File: src/rtl/div_row_issuer.sv
// div_row_issuer: captures one accumulator row plus its row-sum denominator,
// then streams numerator/denominator pairs to int_division one per handshake.
// Rows are fully buffered, so upstream is released at capture. A new row may
// load on the same edge as the last beat retires, leaving no bubble between rows.

// Per-element row storage: one numerator register, loaded when a row is captured.
module div_row_elem #(
  parameter int DATA_W = 18
) (
  input  logic              clock,
  input  logic              reset,
  input  logic              load,
  input  logic [DATA_W-1:0] d,
  output logic [DATA_W-1:0] q
);

  // Hold the numerator until the next row is captured.
  always_ff @(posedge clock or negedge reset) begin
    if (!reset)    q <= '0;
    else if (load) q <= d;
  end

endmodule

module div_row_issuer #(
  parameter int NUM_ELEMS = 16,
  parameter int DATA_W    = 18,
  parameter int IDX_W     = $clog2(NUM_ELEMS)
) (
  input  logic                        clock,
  input  logic                        reset,
  input  logic                        vld_in,
  output logic                        rdy_out,
  input  logic [NUM_ELEMS*DATA_W-1:0] num_row_in,
  input  logic [DATA_W-1:0]           den_in,
  output logic                        vld_out,
  input  logic                        rdy_in,
  output logic [DATA_W-1:0]           numerator_out,
  output logic [DATA_W-1:0]           denominator_out,
  output logic [IDX_W-1:0]            idx_out,
  output logic                        last_out,
  output logic                        busy
);

  localparam logic [IDX_W-1:0] LAST_IDX = IDX_W'(NUM_ELEMS - 1);

  typedef enum logic {IDLE, ISSUE} state_t;

  // Divider-side request bundle.
  typedef struct packed {
    logic [DATA_W-1:0] num;
    logic [DATA_W-1:0] den;
    logic [IDX_W-1:0]  idx;
    logic              last;
  } req_t;

  state_t                             state;
  logic [IDX_W-1:0]                   idx_q;
  logic [DATA_W-1:0]                  den_q;
  logic [NUM_ELEMS-1:0][DATA_W-1:0]   row_in;
  logic [NUM_ELEMS-1:0][DATA_W-1:0]   row_q;
  logic                               issuing;
  logic                               on_last;
  logic                               accept;
  logic                               beat_done;
  req_t                               req;

  assign row_in    = num_row_in;
  assign issuing   = (state == ISSUE);
  assign on_last   = issuing && (idx_q == LAST_IDX);
  // Ready in IDLE, or when the final beat retires this cycle (back-to-back rows).
  assign rdy_out   = !issuing || (on_last && rdy_in);
  // rdy_out gates the capture, so vld_in/data are don't-care while it is low.
  assign accept    = vld_in && rdy_out;
  assign beat_done = issuing && rdy_in;

  // Row storage, one register per element.
  for (genvar k = 0; k < NUM_ELEMS; k++) begin : g_elem
    div_row_elem #(.DATA_W(DATA_W)) u_elem (
      .clock (clock),
      .reset (reset),
      .load  (accept),
      .d     (row_in[k]),
      .q     (row_q[k])
    );
  end

  // Issue FSM: capture row, walk idx on each retired beat, reload or idle after the last.
  always_ff @(posedge clock or negedge reset) begin
    if (!reset) begin
      state <= IDLE;
      idx_q <= '0;
      den_q <= '0;
    end else begin
      case (state)
        IDLE: begin
          if (accept) begin
            state <= ISSUE;
            idx_q <= '0;
            den_q <= den_in;
          end
        end
        ISSUE: begin
          if (beat_done) begin
            if (idx_q != LAST_IDX) begin
              idx_q <= idx_q + 1'b1;
            end else if (accept) begin
              idx_q <= '0;
              den_q <= den_in;
            end else begin
              state <= IDLE;
              idx_q <= '0;
            end
          end
        end
        default: begin
          state <= IDLE;
          idx_q <= '0;
        end
      endcase
    end
  end

  // Output view is taken straight from registered state, so it is stable under backpressure.
  always_comb begin
    req      = '0;
    req.num  = row_q[idx_q];
    req.den  = den_q;
    req.idx  = idx_q;
    req.last = on_last;
  end

  assign vld_out         = issuing;
  assign busy            = issuing;
  assign numerator_out   = req.num;
  assign denominator_out = req.den;
  assign idx_out         = req.idx;
  assign last_out        = req.last;

endmodule

File: config.mk
export PLATFORM = sky130hd
export DESIGN_NAME = div_row_issuer
export DESIGN_NICKNAME = d
export VERILOG_FILES = /design/src/rtl/div_row_issuer.sv
export SDC_FILE = /design/constraint.sdc
export NUM_CORES = 1
export LEC_CHECK = 0
export BUFFER_PORTS_ARGS = -buffer_cell sky130_fd_sc_hd__buf_2
export CAP_MARGIN = 0
export CELL_PAD_IN_SITES_DETAIL_PLACEMENT = 0
export CELL_PAD_IN_SITES_GLOBAL_PLACEMENT = 1
export CORE_ASPECT_RATIO = 0.6
export CORE_MARGIN = 4
export CORE_UTILIZATION = 40
export CTS_CLUSTER_SIZE = 40
export DETAILED_ROUTE_END_ITERATION = 10
export PLACE_DENSITY_LB_ADDON = 0.1
export SLEW_MARGIN = 20
export SYNTH_ARGS = -nofsm -noshare
export SYNTH_HDL_FRONTEND = slang
export SYNTH_HIERARCHICAL = 1
export SYNTH_SLANG_ARGS = --single-unit
File: constraint.sdc
create_clock -name clock -period 3.9 [get_ports clock]
set_input_delay 0.195 -clock clock [delete_from_list [all_inputs] [get_ports clock]]
set_output_delay 0.195 -clock clock [all_outputs]
set_load 0.01 [all_outputs]
# Yosys cells after proc, flatten, opt, wreduce, memory -nomap -nowiden
# Index checks and enable logic that the tools add are counted.
[word_totals]
ff_bits = 311
in_bits = 310
output_inout_bits = 44
elab_cells = 49
[op_classes]
n_addsub = 1
magnitude_cmp = 1
eq_ne = 5
muxes = 14
bitwise = 1
reduce_logical = 8
[op_table]
columns = ["cell", "n"]
rows = [
  ["$bmux W18 S4", 1],
  ["$mux W18", 4],
  ["$pmux W18 S2", 1],
  ["$mux W4", 3],
  ["$pmux W4 S2", 1],
  ["$lt A4 B5 Y1 const B", 1],
  ["$add A4 B1 Y4 const B", 1],
  ["$eq A4 B4 Y1 const B", 1],
  ["$logic_and A1 B1 Y1", 4],
  ["$ne A2 B2 Y1 const B", 2],
  ["$ne A4 B4 Y1 const B", 1],
  ["$reduce_and A2 Y1", 2],
  ["$mux W1", 3],
  ["$ne A2 B1 Y1 const B", 1],
  ["$pmux W1 S2", 1],
  ["$logic_not A1 Y1", 1],
  ["$logic_or A1 B1 Y1", 1],
  ["$not A1 Y1", 1],
]

# Logic depth before layout (Yosys ltp)
[depth]
depth_word = 9
ltp_mapped = 9
depth_no_buf = 5

# Modules after synthesis
# Netlist, hierarchy kept.
[by_module_without_submodules]
columns = ["mod", "n_inst", "cells_each", "area_per_inst_um2", "seq_area_each_um2"]
rows = [
  ["div_row_elem", 16, 38, 721.9, 450.4],
  ["div_row_issuer", 1, 276, 3321.9, 575.6],
]

# Worst setup path after synthesis
# Ideal clock, no wire load.
[synth_path]
kind = "reg-to-reg"
from = "reg idx_q[1], in the netlist idx_out[1]"
to = "reg g_elem[0].u_elem.q[10]"
setup_time_ps = 125
arrival_ps = 2414
required_ps = 3775
setup_slack_ps = 1361
path_stages_with_launch = 10
n_path_buf = 4
synth_period_minus_slack_ps = 2539
path_cell_list = "dfrtp_1 > ha_1 > nand4_1 > nand2_1 > and2_1 > buf_2 > buf_2 > buf_6 > buf_12 > mux2_4"
[synth_via]
elab_chain_len = 5
[synth_rtl]
columns = ["item", "line", "rtl"]
rows = [
  ["from (decl)", "58", "logic [IDX_W-1:0] idx_q;"],
  ["from (signal assigned)", "106", "idx_q <= idx_q + 1'b1;"],
  ["$eq A4 B4 Y1", "70", "assign on_last = issuing && (idx_q == LAST_IDX);"],
  ["$logic_and A1 B1 Y1", "70", ""],
  ["$logic_and A1 B1 Y1", "72", "assign rdy_out = !issuing || (on_last && rdy_in);"],
  ["$logic_or A1 B1 Y1", "72", ""],
  ["net rdy_out", "33", "output logic rdy_out,"],
  ["$logic_and A1 B1 Y1", "74", "assign accept = vld_in && rdy_out;"],
  ["net accept", "64", "logic accept;"],
  ["to (signal assigned)", "19", "if (!reset) q <= '0;"],
  ["to (signal assigned)", "20", "else if (load) q <= d;"],
  ["to (decl)", "14", "output logic [DATA_W-1:0] q"],
]
# The timed path passes the listed nets, and every way through them passes these cells.
# A chain may end at the register's enable or synchronous reset.

# Worst setup path in the final report
[layout_path]
from = "reg idx_q[1], in the netlist idx_out[1]"
to = "out numerator_out[16]"
[layout_via]
elab_chain_len = 2
[layout_rtl]
columns = ["item", "line", "rtl"]
rows = [
  ["$bmux W18 S4", "127", "req.num = row_q[idx_q];"],
  ["$mux W18 (implied by the code)", "127", ""],
  ["to (decl)", "38", "output logic [DATA_W-1:0] numerator_out,"],
]
# Every way passes these cells. The select of a mux whose other input is x is not followed.

==> flow_summary_export.csv <==
group,metric,value,unit
cts,clk_path_buf_depth,3,
logic_synthesis,synth_compound_area_share,3.02,%
floorplan,die_height,157,µm
worst_setup_path,cp_data_arrival_time,3.06,ns
power_and_ir_drop,total_power,14.3,mW
drt,number_of_drc_violations_after_detailed_routing_iteration_0,511,
place,place.detailed.instances,1667,
logic_synthesis,synthArstFlopShare,100,%
logic_synthesis,synth_top_cell_area_share,52.3,%
finish,number_of_filler_instances_in_the_final_layout,2912,
drt,routed_wire_length_per_instance,20.9,µm
logic_synthesis,mappedNetlistNets,1195,
worst_setup_path,path_depth,5,
worst_setup_path,critical_path_class,"flip-flop to primary output",
finish,syn_to_final_growth,40.7,%
sta,setup-tns-final,0,ns
worst_setup_path,worstSetupStartpointType,"flip-flop",
finish,nNetsFinal,1844,
power_and_ir_drop,cellInternalPower,9.99,mW
logic_synthesis,simple_gate_share_of_the_synthesized_area,1.03,%
cts,clkTransAtPathRegs,0.07,ns
cts,post_cts_buffers,0,
worst_setup_path,crit_fanout,28,
logic_synthesis,dominantRegCellSynth,"dfrtp_1",
global_routing,grt_start_max_net_pins,98,
logic_synthesis,synth.mux.area_fraction,38.6,%
logic_synthesis,synth.ff_latch_count,311,
sta,clock.fmax,0.308,GHz
cts,cts_num_sinks,311,
sta,hold_ws,0.259,ns
sta,worst_slew_pin_slew,1.12,ns
global_routing,grt.total_usage,20.7,%
worst_setup_path,path_buf_inv,1,
logic_synthesis,ys_seq_area_share,52.3,%
logic_synthesis,synth.cell_area,0.0149,mm²
logic_synthesis,netlist-cell-type-count,32,
place,buffer_ports.inserted,353,
power_and_ir_drop,p_leak,9.62,nW
worst_setup_path,worst_path_dominant_cell_family,"compound AO/OA/AOI/OAI gates",
global_routing,vias_in_the_first_global_route,11300,
power_and_ir_drop,power_density,685,mW/mm²
sta,timing_max_transition_violations_final,0,
cts,clock_latency,0.57,ns
finish,regArea,0.00779,mm²
status,run_status,"complete, no violations",
power_and_ir_drop,power.switching,4.35,mW
hold_path,hold_class,"primary input to asynchronous set/reset pin",
logic_synthesis,synthesis.instances,884,
worst_setup_path,cp.required,3.70,ns
drt,route.final.wire_length,42.6,mm
finish,instances_no_fill,2036,
sta,timing.final.hold_violations,0,
cts,cts_tree,"built",
power_and_ir_drop,largest_vdd_supply_drop,355,µV
power_and_ir_drop,power_frac_comb,37.4,%
place,routability_driven_placement_congestion_ratio,0.741,
sta,worst_slew_margin_rel,25.5,%
logic_synthesis,synth_xor_area_share,0,%
sta,finalWorstSetupSlack,0.650,ns
sta,final.setup_skew,0.00887,ns
worst_setup_path,crit_chain,"and2_0, a221oi_1, o21ai_0, nand2_1, buf_2",
worst_setup_path,critical-path-max-stage-delay,0.76,ns
floorplan,io_pins,354,
finish,post_route_cells_drive_above_1_share,50.1,%
floorplan,fp-row-count,54,
worst_setup_path,slowest_stage,"a221oi_1",
place,dp_hpwl,27.6,mm
drt,vias_per_cell,4.96,
logic_synthesis,synth-edff-count,0,
global_routing,grt_first_pass_wirelength,65.6,mm
drt,route.antenna.remaining_nets,0,
floorplan,effective_utilization_at_floorplan,40.8,%
floorplan,die_x_extent,257,µm
floorplan,full_die_area,0.0404,mm²
cts,numCtsBuffers,31,
sta,rsz0062_at_grt,"false",
logic_synthesis,synth_area_leader_cell,"dfrtp_1",
global_routing,antenna_found_initial,2,
logic_synthesis,synth_top_family_by_area,"multiplexers",
drt,num_vias,10100,
worst_setup_path,r2r_start,"idx_out[1]",
logic_synthesis,synth-warning-count,6,
logic_synthesis,post-synth-top-count-cell,"dfrtp_1",
sta,min_period_over_period,83.3,%
drt,drt-pass1-iter-count,4,
global_routing,global_route.overflow_total,0,
worst_setup_path,worstReg2RegEnd,"g_elem[13].u_elem/q[0]",
cts,htree_levels,1,
place,dp_slack,1.03,ns
logic_synthesis,synth_area_leaders,"dfrtp_1, mux2_4, mux2_2",
worst_setup_path,reg2reg_setup_slack,1.03,ns
worst_setup_path,crit_path_end_kind,"primary output",
floorplan,core_region,0.0365,mm²
drt,route.detailed.drc,0,
finish,multiInputGateArea,0.00635,mm²
power_and_ir_drop,seq_power_share,40.3,%
logic_synthesis,syn_area_per_cell,16.8,µm²
sta,setup_viol,0,
logic_synthesis,yosys.area_share.adder,0.0841,%
power_and_ir_drop,clock_network_fraction_of_total_power,22.3,%
power_and_ir_drop,switching_share,30.3,%
cts,clockRootBuffer,"clkbuf_16",
logic_synthesis,yosys-top-cells-count,"dfrtp_1, mux2_4, mux2_2",
flow_run,maxCapViolations,0,
sta,fin_crit,3.25,ns
worst_setup_path,ff2ff_path_depth,6,
## stage by stage
stage,utilization (%),instance area [µm²]
2_1_floorplan,-,14900
3_3_place_gp,45.9,16800
3_5_place_dp,45.9,16800
4_1_cts,57.4,20900
5_1_grt,57.4,20900
6_report,57.4,20900
## state kept, by name, summed over array words and instances (netlist names)
signal and count:
busy 1, denominator_out 18, g_elem.u_elem/q 288, idx_out 4
## worst register-to-register path: stages (launching register included)
cell and delay (ns):
dfrtp_4 0.73, ha_1 0.31, nand4_1 0.10, nand2_1 0.15
and2_4 0.48, buf_4 0.55, mux2_2 0.44
## layout make-up
class | count | area share, %
inverter | 2 | 0.0359
clock inverter | 13 | 0.837
antenna | 3 | 0.0359
timing repair buffer | 679 | 24.4
clock buffer | 44 | 4.32
sequential | 311 | 37.2
multi-input combinational | 508 | 30.4
tap | 476 | 2.85
## power by group through the flow
stage          clock (mW)  combinational, mW  sequential [mW]
5_1_grt              3.41               5.80             5.98
2_1_floorplan           0               3.91             5.44
3_5_place_dp            0               5.18             5.80
4_1_cts              3.29               5.45             5.77
6_report             3.20               5.37             5.77
3_3_place_gp            0               5.12             5.79
## worst max-delay path by stage
| stage | start | end | slack, ns |
|---|---|---|---|
| finish | idx_out[1] | numerator_out[16] | 0.65 |
| global route | idx_out[1] | numerator_out[13] | 0.46 |
| CTS | idx_out[1] | numerator_out[16] | 0.58 |
| detailed placement | idx_out[1] | g_elem[13].u_elem/q[0] | 1.03 |
| global placement | idx_out[0] | g_elem[9].u_elem/q[0] | 1.04 |
| floorplan | idx_out[1] | g_elem[0].u_elem/q[10] | 1.36 |
## placed cells by master (no fill, tap or decap), drive strengths merged
master	n
o21ai	19
nor2	2
dlygate4sd3	309
mux2	314
dfrtp	311
a221oi	20
mux2i	48
a21oi	9
nand4	1
and2	3
ha	1
o31a	1
nand2	17
or2	1
diode	3
o221ai	8
bufinv	4
inv	3
a32o	1
nor2b	3
clkinvlp	1
nand3	4
clkbuf	44
buf	370
clkinv	7
nand2b	2
mux4	48
a22oi	6
## repair_timing
item,CTS,global route
hold buffers,309,0
hold endpoints to repair,404,0
gates resized for setup,0,0
## logic make-up after synthesis
group,count (synthesis)
multiplexers,410
flip-flops,311
buffers and inverters,65
AO/OA/AOI/OAI,64
AND/OR/NAND/NOR,33
adder cells (fa/ha/maj),1
## routing by layer
metal | vias to the layer above | routed length, µm | global-route usage (%)
met5 | - | 13 | 0
met1 | 5152 | 18600 | 27.5
met3 | 83 | 1760 | 3.51
met4 | 2 | 1320 | 6.05
li1 | 4615 | - | -
met2 | 255 | 20900 | 35.4
No activity file was read; power rests on OpenSTA's default activity.
